**src/rtl/multicycle_control.sv**
```systemverilog
// Purpose  : Moore control FSM for a multicycle MIPS datapath with a shared ALU and a shared memory.
// Latency  : FETCH through retire takes 5 cycles for lw, 4 for sw/R-type/addi, 3 for beq/j and 2 for an illegal opcode.
// Backpress: none; the FSM advances on every clock and the datapath has no stall input.
// Ports    : clk, reset (async, active-high); opcode/funct/zero come from IR and the ALU;
//            PCEn/IRWrite/MemWrite/RegWrite are enables and strobes; IorD/MemToReg/RegDst/ALUSrcA/
//            ALUSrcB/PCSrc are mux selects; AluControl is the ALU function; state and instret are for debug.
module multicycle_control #(
    parameter int CNT_W = 32
) (
    input  logic             clk,
    input  logic             reset,
    input  logic [5:0]       opcode,
    input  logic [5:0]       funct,
    input  logic             zero,
    output logic             PCEn,
    output logic             IRWrite,
    output logic             MemWrite,
    output logic             RegWrite,
    output logic             IorD,
    output logic             MemToReg,
    output logic             RegDst,
    output logic             ALUSrcA,
    output logic [1:0]       ALUSrcB,
    output logic [1:0]       PCSrc,
    output logic [2:0]       AluControl,
    output logic [3:0]       state,
    output logic [CNT_W-1:0] instret
);

    typedef enum logic [3:0] {
        S_FETCH   = 4'd0,
        S_DECODE  = 4'd1,
        S_MEMADR  = 4'd2,
        S_MEMRD   = 4'd3,
        S_MEMWB   = 4'd4,
        S_MEMWR   = 4'd5,
        S_EXECUTE = 4'd6,
        S_ALUWB   = 4'd7,
        S_BEQEX   = 4'd8,
        S_ADDIEX  = 4'd9,
        S_ADDIWB  = 4'd10,
        S_JEX     = 4'd11
    } state_t;

    localparam logic [5:0] OP_LW    = 6'b100011;
    localparam logic [5:0] OP_SW    = 6'b101011;
    localparam logic [5:0] OP_RTYPE = 6'b000000;
    localparam logic [5:0] OP_BEQ   = 6'b000100;
    localparam logic [5:0] OP_ADDI  = 6'b001000;
    localparam logic [5:0] OP_J     = 6'b000010;

    state_t cur;
    logic   retire;

    assign state = cur;

    // The last state of every legal instruction retires it. All of these states go back to FETCH.
    always_comb begin
        retire = 1'b0;
        case (cur)
            S_MEMWB, S_MEMWR, S_ALUWB, S_BEQEX, S_ADDIWB, S_JEX: retire = 1'b1;
            default: retire = 1'b0;
        endcase
    end

    always_ff @(posedge clk or posedge reset) begin
        if (reset) begin
            cur     <= S_FETCH;
            instret <= '0;
        end else begin
            case (cur)
                S_FETCH:  cur <= S_DECODE;
                S_DECODE: begin
                    case (opcode)
                        OP_LW, OP_SW: cur <= S_MEMADR;
                        OP_RTYPE:     cur <= S_EXECUTE;
                        OP_BEQ:       cur <= S_BEQEX;
                        OP_ADDI:      cur <= S_ADDIEX;
                        OP_J:         cur <= S_JEX;
                        default:      cur <= S_FETCH;   // unknown opcode: drop it, no retire
                    endcase
                end
                // DECODE only lets lw and sw reach this state, so any opcode other than sw takes the load path.
                S_MEMADR:  cur <= (opcode == OP_SW) ? S_MEMWR : S_MEMRD;
                S_MEMRD:   cur <= S_MEMWB;
                S_EXECUTE: cur <= S_ALUWB;
                S_ADDIEX:  cur <= S_ADDIWB;
                default:   cur <= S_FETCH;   // writeback/branch/jump states, plus recovery from codes 12-15
            endcase
            if (retire) begin
                instret <= instret + CNT_W'(1);   // wraps silently
            end
        end
    end

    always_comb begin
        PCEn       = 1'b0;
        IRWrite    = 1'b0;
        MemWrite   = 1'b0;
        RegWrite   = 1'b0;
        IorD       = 1'b0;
        MemToReg   = 1'b0;
        RegDst     = 1'b0;
        ALUSrcA    = 1'b0;
        ALUSrcB    = 2'b00;
        PCSrc      = 2'b00;
        AluControl = 3'b000;
        case (cur)
            S_FETCH: begin
                ALUSrcB    = 2'b01;
                AluControl = 3'b010;
                IRWrite    = 1'b1;
                PCEn       = 1'b1;
            end
            S_DECODE: begin
                // Compute the branch target early. ALUOut holds it when BEQEX runs.
                ALUSrcB    = 2'b11;
                AluControl = 3'b010;
            end
            S_MEMADR, S_ADDIEX: begin
                ALUSrcA    = 1'b1;
                ALUSrcB    = 2'b10;
                AluControl = 3'b010;
            end
            S_MEMRD: IorD = 1'b1;
            S_MEMWB: begin
                MemToReg = 1'b1;
                RegWrite = 1'b1;
            end
            S_MEMWR: begin
                IorD     = 1'b1;
                MemWrite = 1'b1;
            end
            S_EXECUTE: begin
                ALUSrcA = 1'b1;
                case (funct)
                    6'b100010: AluControl = 3'b110;
                    6'b100100: AluControl = 3'b000;
                    6'b100101: AluControl = 3'b001;
                    6'b101010: AluControl = 3'b111;
                    default:   AluControl = 3'b010;   // add, and the fallback for any other funct
                endcase
            end
            S_ALUWB: begin
                RegDst   = 1'b1;
                RegWrite = 1'b1;
            end
            S_BEQEX: begin
                ALUSrcA    = 1'b1;
                AluControl = 3'b110;
                PCSrc      = 2'b01;
                PCEn       = zero;
            end
            S_ADDIWB: RegWrite = 1'b1;
            S_JEX: begin
                PCSrc = 2'b10;
                PCEn  = 1'b1;
            end
            default: ;
        endcase
        // Reset puts the state at FETCH. No enable or strobe may fire while reset is held.
        if (reset) begin
            PCEn     = 1'b0;
            IRWrite  = 1'b0;
            MemWrite = 1'b0;
            RegWrite = 1'b0;
        end
    end

endmodule

```
**config.mk**
```make
export PLATFORM = sky130hd
export DESIGN_NAME = multicycle_control
export DESIGN_NICKNAME = d
export VERILOG_FILES = /design/src/rtl/multicycle_control.sv
export SDC_FILE = /design/constraint.sdc
export NUM_CORES = 1
export LEC_CHECK = 0
export ABC_CLOCK_PERIOD_IN_PS = 2500
export BUFFER_PORTS_ARGS = -buffer_cell sky130_fd_sc_hd__clkbuf_2
export CORE_MARGIN = 2
export CORE_UTILIZATION = 35
export CTS_CLUSTER_DIAMETER = 30
export DETAILED_ROUTE_END_ITERATION = 10
export PLACE_DENSITY = 0.58
export SLEW_MARGIN = 20
export SYNTH_ARGS = -nofsm -noshare
export SYNTH_HDL_FRONTEND = slang
export SYNTH_SLANG_ARGS = --single-unit
export TNS_END_PERCENT = 30
```
**constraint.sdc**
```tcl
create_clock -name clk -period 2.5 [get_ports clk]
set_clock_uncertainty 0.15 [all_clocks]
set_input_delay 0.5 -clock clk [delete_from_list [all_inputs] [get_ports clk]]
set_output_delay 0.5 -clock clk [all_outputs]
set_load 0.02 [all_outputs]
```
Word-level counts from Yosys, hierarchy flattened --
Index checks and enable logic that the tools add are counted. W data, S select, Z words.
Cells by class: reduce and logical (&&, ||, !) cells 10, add/subtract/negate cells 1, mux-type cells 20, equality and inequality tests 20
Operator list (number):
- $eq A6 B6 Y1 const B | 6
- $add A32 B1 Y32 const B | 1
- $pmux W4 S6 | 1
- $pmux W4 S5 | 1
- $eq A4 B3 Y1 const B | 4
- $eq A4 B4 Y1 const B | 4
- $mux W1 | 12
- $pmux W3 S4 | 1
- $pmux W3 S3 | 1
- $eq A4 B2 Y1 const B | 2
- $reduce_or A2 Y1 | 4
- $reduce_or A4 Y1 | 2
- $eq A6 B2 Y1 const B | 1
- $eq A6 B3 Y1 const B | 1
- $eq A6 B4 Y1 const B | 1
- $logic_not A6 Y1 | 1
- $pmux W2 S3 | 1
- $reduce_or A6 Y1 | 1
- $eq A4 B1 Y1 const B | 1
- $logic_not A4 Y1 | 1
- $pmux W2 S2 | 1
- $mux W3 | 1
- $reduce_or A3 Y1 | 1
- $pmux W1 S2 | 1
Storage, ports and cells: bits in registers 36, output and inout port bits 51, input bits 15, word-level logic and storage cells 53

Logic depth before layout (Yosys ltp) --
depth after elaboration 4, mapped depth 8, mapped depth without buffers 6

Worst setup path after synthesis --
Ideal clock, no wire load.
path kind register to output, start register cur[0] (netlist: state[0]), end output RegWrite, data arrival time 1.701 ns, slack 0.149 ns, stages on the path, launching flop included 5, required time 1.850 ns, cell sequence dfrtp_1 -> clkbuf_1 -> nor3_1 -> a21oi_1 -> nor2_1
On the way: longest elaborated chain between the ends 4, elaborated cells between the ends (all ways) 6, those cells by class eq/ne: 3; mux: 2; reduce/logical: 1
RTL lines:
- start, declared | RTL line 52 | state_t cur;
- start signal, assigned | RTL line 84 | S_MEMADR: cur <= (opcode == OP_SW) ? S_MEMWR : S_MEMRD;
- $eq A4 B3 Y1 or $eq A4 B4 Y1 (tied branches) | RTL line 108 | case (cur)
- $reduce_or A3 Y1 (no source line) *
- $mux W1 * | RTL line 108
- $mux W1 * | RTL line 162 | if (reset) begin
- end, declared | RTL line 18 | output logic RegWrite,
Every way passes the cells marked *; elsewhere a longest branch is shown, timed or not.

Worst setup path in the final report --
start register cur[3] (netlist: state[3]), end output RegWrite
Same word-level chain as after synthesis.

==> flow_summary_export.csv <==
group,metric,value,unit
outcome,status,"complete, no violations",
yosys,synthCells,194,
setup_path,worstPathCellList,"nand2b_1 > nor3_1 > a21oi_1 > nor2_1 > clkbuf_2",
power,share_comb_of_total_power,33.1,%
yosys,synth_area_leaders,"dfrtp_1 46%, xnor2_1 13%, nand3_1 3.3%",
grt,grt_usage,14.2,%
power,clkPwrFrac,27.6,%
power,seqPwrFrac,39.3,%
sta,fin_crit,2310,ps
die,die-area,6160,sq um
clocking,path_clk_slew,80,ps
routing,ant_nets,0,
routing,drc,0,
grt,grt_pass1_wl,7.07,mm
layout,area_growth,26.1,%
yosys,synth_top_cell_area_share,46.4,%
yosys,synth_nets,210,
place,portBuffers,65,
setup_path,crit_path_max_fanout,14,
sta,fin_ws,194,ps
sta,clock.fmax,434,MHz
sta,fin_setup_tns,0,ps
place,dpl_cell_area,2340,sq um
yosys,synth.ff_latch_count,36,
layout,diodes,0,
routing,drt_first_pass_iters,4,
clocking,tritoncts,"yes",
clocking,cts_sinks,36,
yosys,syn_area_per_cell,10.0,sq um
die,start_util,35.7,%
yosys,synth.largest_area_cell,"dfrtp_1",
grt,gr-total-overflow,0,
power,power_density,755,nW/um^2
setup_path,cpMaxStageDelayCell,"dfrtp_1",
die,pin_count,66,
grt,grt_use_met1,17.6,%
power,intPower,1160,uW
routing,vias_per_cell,4.95,
clocking,cts_root_buffer,"clkbuf_8",
setup_path,critPathKind,"reg2out",
setup_path,worstSetupEndpointType,"output pin",
clocking,cts_buffers,5,
clocking,cts_max_level,2,
layout,drive_gt1_share,32.1,%
routing,drt_iter0_markers,82,
routing,wirelength,4.28,mm
sta,hold_viol_final,0,
die,die_w,78.5,um
routing,wl_per_cell,12.8,um
flow_run,maxCapViolCount,0,
setup_path,max_stage_delay,510,ps
layout,fillers,532,
power,p_sw_share,37.1,%
grt,grt_max_degree,37,
place,gp_congestion,0.826,
place,dpl.hpwl,3.13,mm
yosys,synth_area,1940,sq um
grt,grt.met3_usage,3.10,%
yosys,yosysSeqAreaShare,46.4,%
setup_path,crit_arrival,1660,ps
yosys,ys_types,44,
sta,post-route-period-util,92.2,%
place,dp_slack,382,ps
sta,tightestPinTransition,455,ps
setup_path,startpoint_type,"register",
sta,slew_headroom,69.6,%
die,core_area,5440,sq um
layout,finalNetCount,277,
sta,rsz0062_at_grt,"no",
die,fp-row-count,27,
power,leakage,0.00120,uW
power,peakVddDrop,455,uV
sta,finalSetupViolations,0,
grt,use_met2,24.1,%
hold_path,hold_path_class,"in2async",
grt,top_usage_layer,"met2",
layout,final_cell_area,2450,sq um
die,die_h,78.5,um
clocking,clk_path_buf_depth,2,
grt,antenna_found_initial,0,
setup_path,cp.required,1850,ps
routing,num_vias,1654,
clocking,clock_latency,290,ps
grt,grt_pass1_vias,1576,
sta,final_max_slew_viol_count,0,
yosys,yosysWarnings,0,
layout,multi_input_comb_area,973,sq um
layout,seq_area,902,sq um
power,switchingPower,688,uW
## power by group through the flow
stage          Sequential (uW)  Combinational [uW]  Clock, uW
2_1_floorplan              747                 405          0
3_3_place_gp               736                 616          0
3_5_place_dp               739                 619          0
4_1_cts                    727                 621        526
5_1_grt                    743                 672        553
6_report                   728                 613        510
## final timing paths
| check | from | endpoint | slack (ps) | cells past startpoint |
|---|---|---|---|---|
| max reg2reg | state[3]$_DFF_PP0_ | instret[16]$_DFFE_PP0P_ | 480 | 6 |
| min | reset | instret[24]$_DFFE_PP0P_ | 200 | 3 |
| max in group asynchronous | reset | state[1]$_DFF_PP0_ | 1650 | 3 |
| min in group clk | instret[31]$_DFFE_PP0P_ | instret[31]$_DFFE_PP0P_ | 340 | 1 |
| max | state[3]$_DFF_PP0_ | RegWrite | 190 | 5 |
| min reg2reg | instret[31]$_DFFE_PP0P_ | instret[31]$_DFFE_PP0P_ | 340 | 1 |
## worst max-delay path: cells and delay by family (launching register included)
| kind | cells | cell delay, ps |
|---|---|---|
| buffers and inverters | 1 | 170 |
| AND/OR/NAND/NOR | 3 | 620 |
| flip-flops | 1 | 510 |
| AO/OA/AOI/OAI | 1 | 60 |
## sequential cells by signal (all words and copies together), names as in the netlist
register,cells
state,4
instret,32
## cell usage after synthesis, drive strengths merged
master / number
a22oi: 1
and3b: 1
nand2b: 2
a21oi: 3
nor2: 8
and3: 9
or3: 1
a41oi: 1
clkbuf: 4
and2b: 1
nand4: 9
o22a: 1
o21bai: 1
nand3: 13
a31oi: 2
o21ba: 1
o311ai: 1
o21ai: 4
mux2: 1
and2: 6
a21o: 1
nand2: 14
xor2: 6
and4: 5
or3b: 1
a2bb2oi: 1
nor4b: 2
inv: 5
dfrtp: 36
o22ai: 1
ha: 1
xnor2: 28
buf: 5
or2: 1
nor3b: 3
mux2i: 1
nor2b: 3
a221oi: 1
nor3: 9
## kinds of logic (layout without fill, tap and decap cells)
group / count (synthesis) / count (layout) / synth area share, %
AOI/OAI and AO/OA: 19 / 19 / 7.02
adders and majority gates: 1 / 1 / 0.644
and+or+nand+nor: 88 / 88 / 26.0
DFF: 36 / 36 / 46.4
xor gates and xnor gates: 34 / 34 / 15.3
buffers and inverters: 14 / 82 / 3.54
muxes: 2 / 2 / 1.09
## routing by layer
| layer | vias to the layer above | routed length [um] |
|---|---|---|
| met4 | 0 | 59 |
| met5 | - | 0 |
| met3 | 7 | 159 |
| met2 | 31 | 2140 |
| met1 | 800 | 1920 |
| li1 | 816 | - |
## metrics by stage
stage	hold WS (ps)	total power, uW	cells	utilization (%)
after floorplan	432	1150	194	-
after global placement	311	1350	326	43.0
after detailed placement	330	1360	326	43.0
after CTS	214	1870	334	45.0
after global routing	248	1970	334	45.1
final	204	1850	334	45.1
## cell type report
class,instances,share of cell area [%]
inverters,5,0.766
clock buffers,5,2.81
repair buffers,69,14.5
multi-input cells,144,39.7
flip-flops and latches,36,36.8
clock inverters,3,1.74
well taps,72,3.68
## placed cells by master (no fill, tap or decap), drive strengths merged, types with 6 or more instances in the layout
cell type / Yosys / layout
and3: 9 / 9
nor3: 9 / 9
nand4: 9 / 9
xor2: 6 / 6
xnor2: 28 / 28
clkbuf: 4 / 70
dfrtp: 36 / 36
nand3: 13 / 13
and2: 6 / 6
nor2: 8 / 8
nand2: 14 / 14
## repair_timing
item | CTS | global route
setup endpoints to repair | 0 | 1
hold buffers | 0 | 0
gates resized for setup | 0 | 1
setup buffers | 0 | 0
No activity file was read; power rests on OpenSTA's default activity.
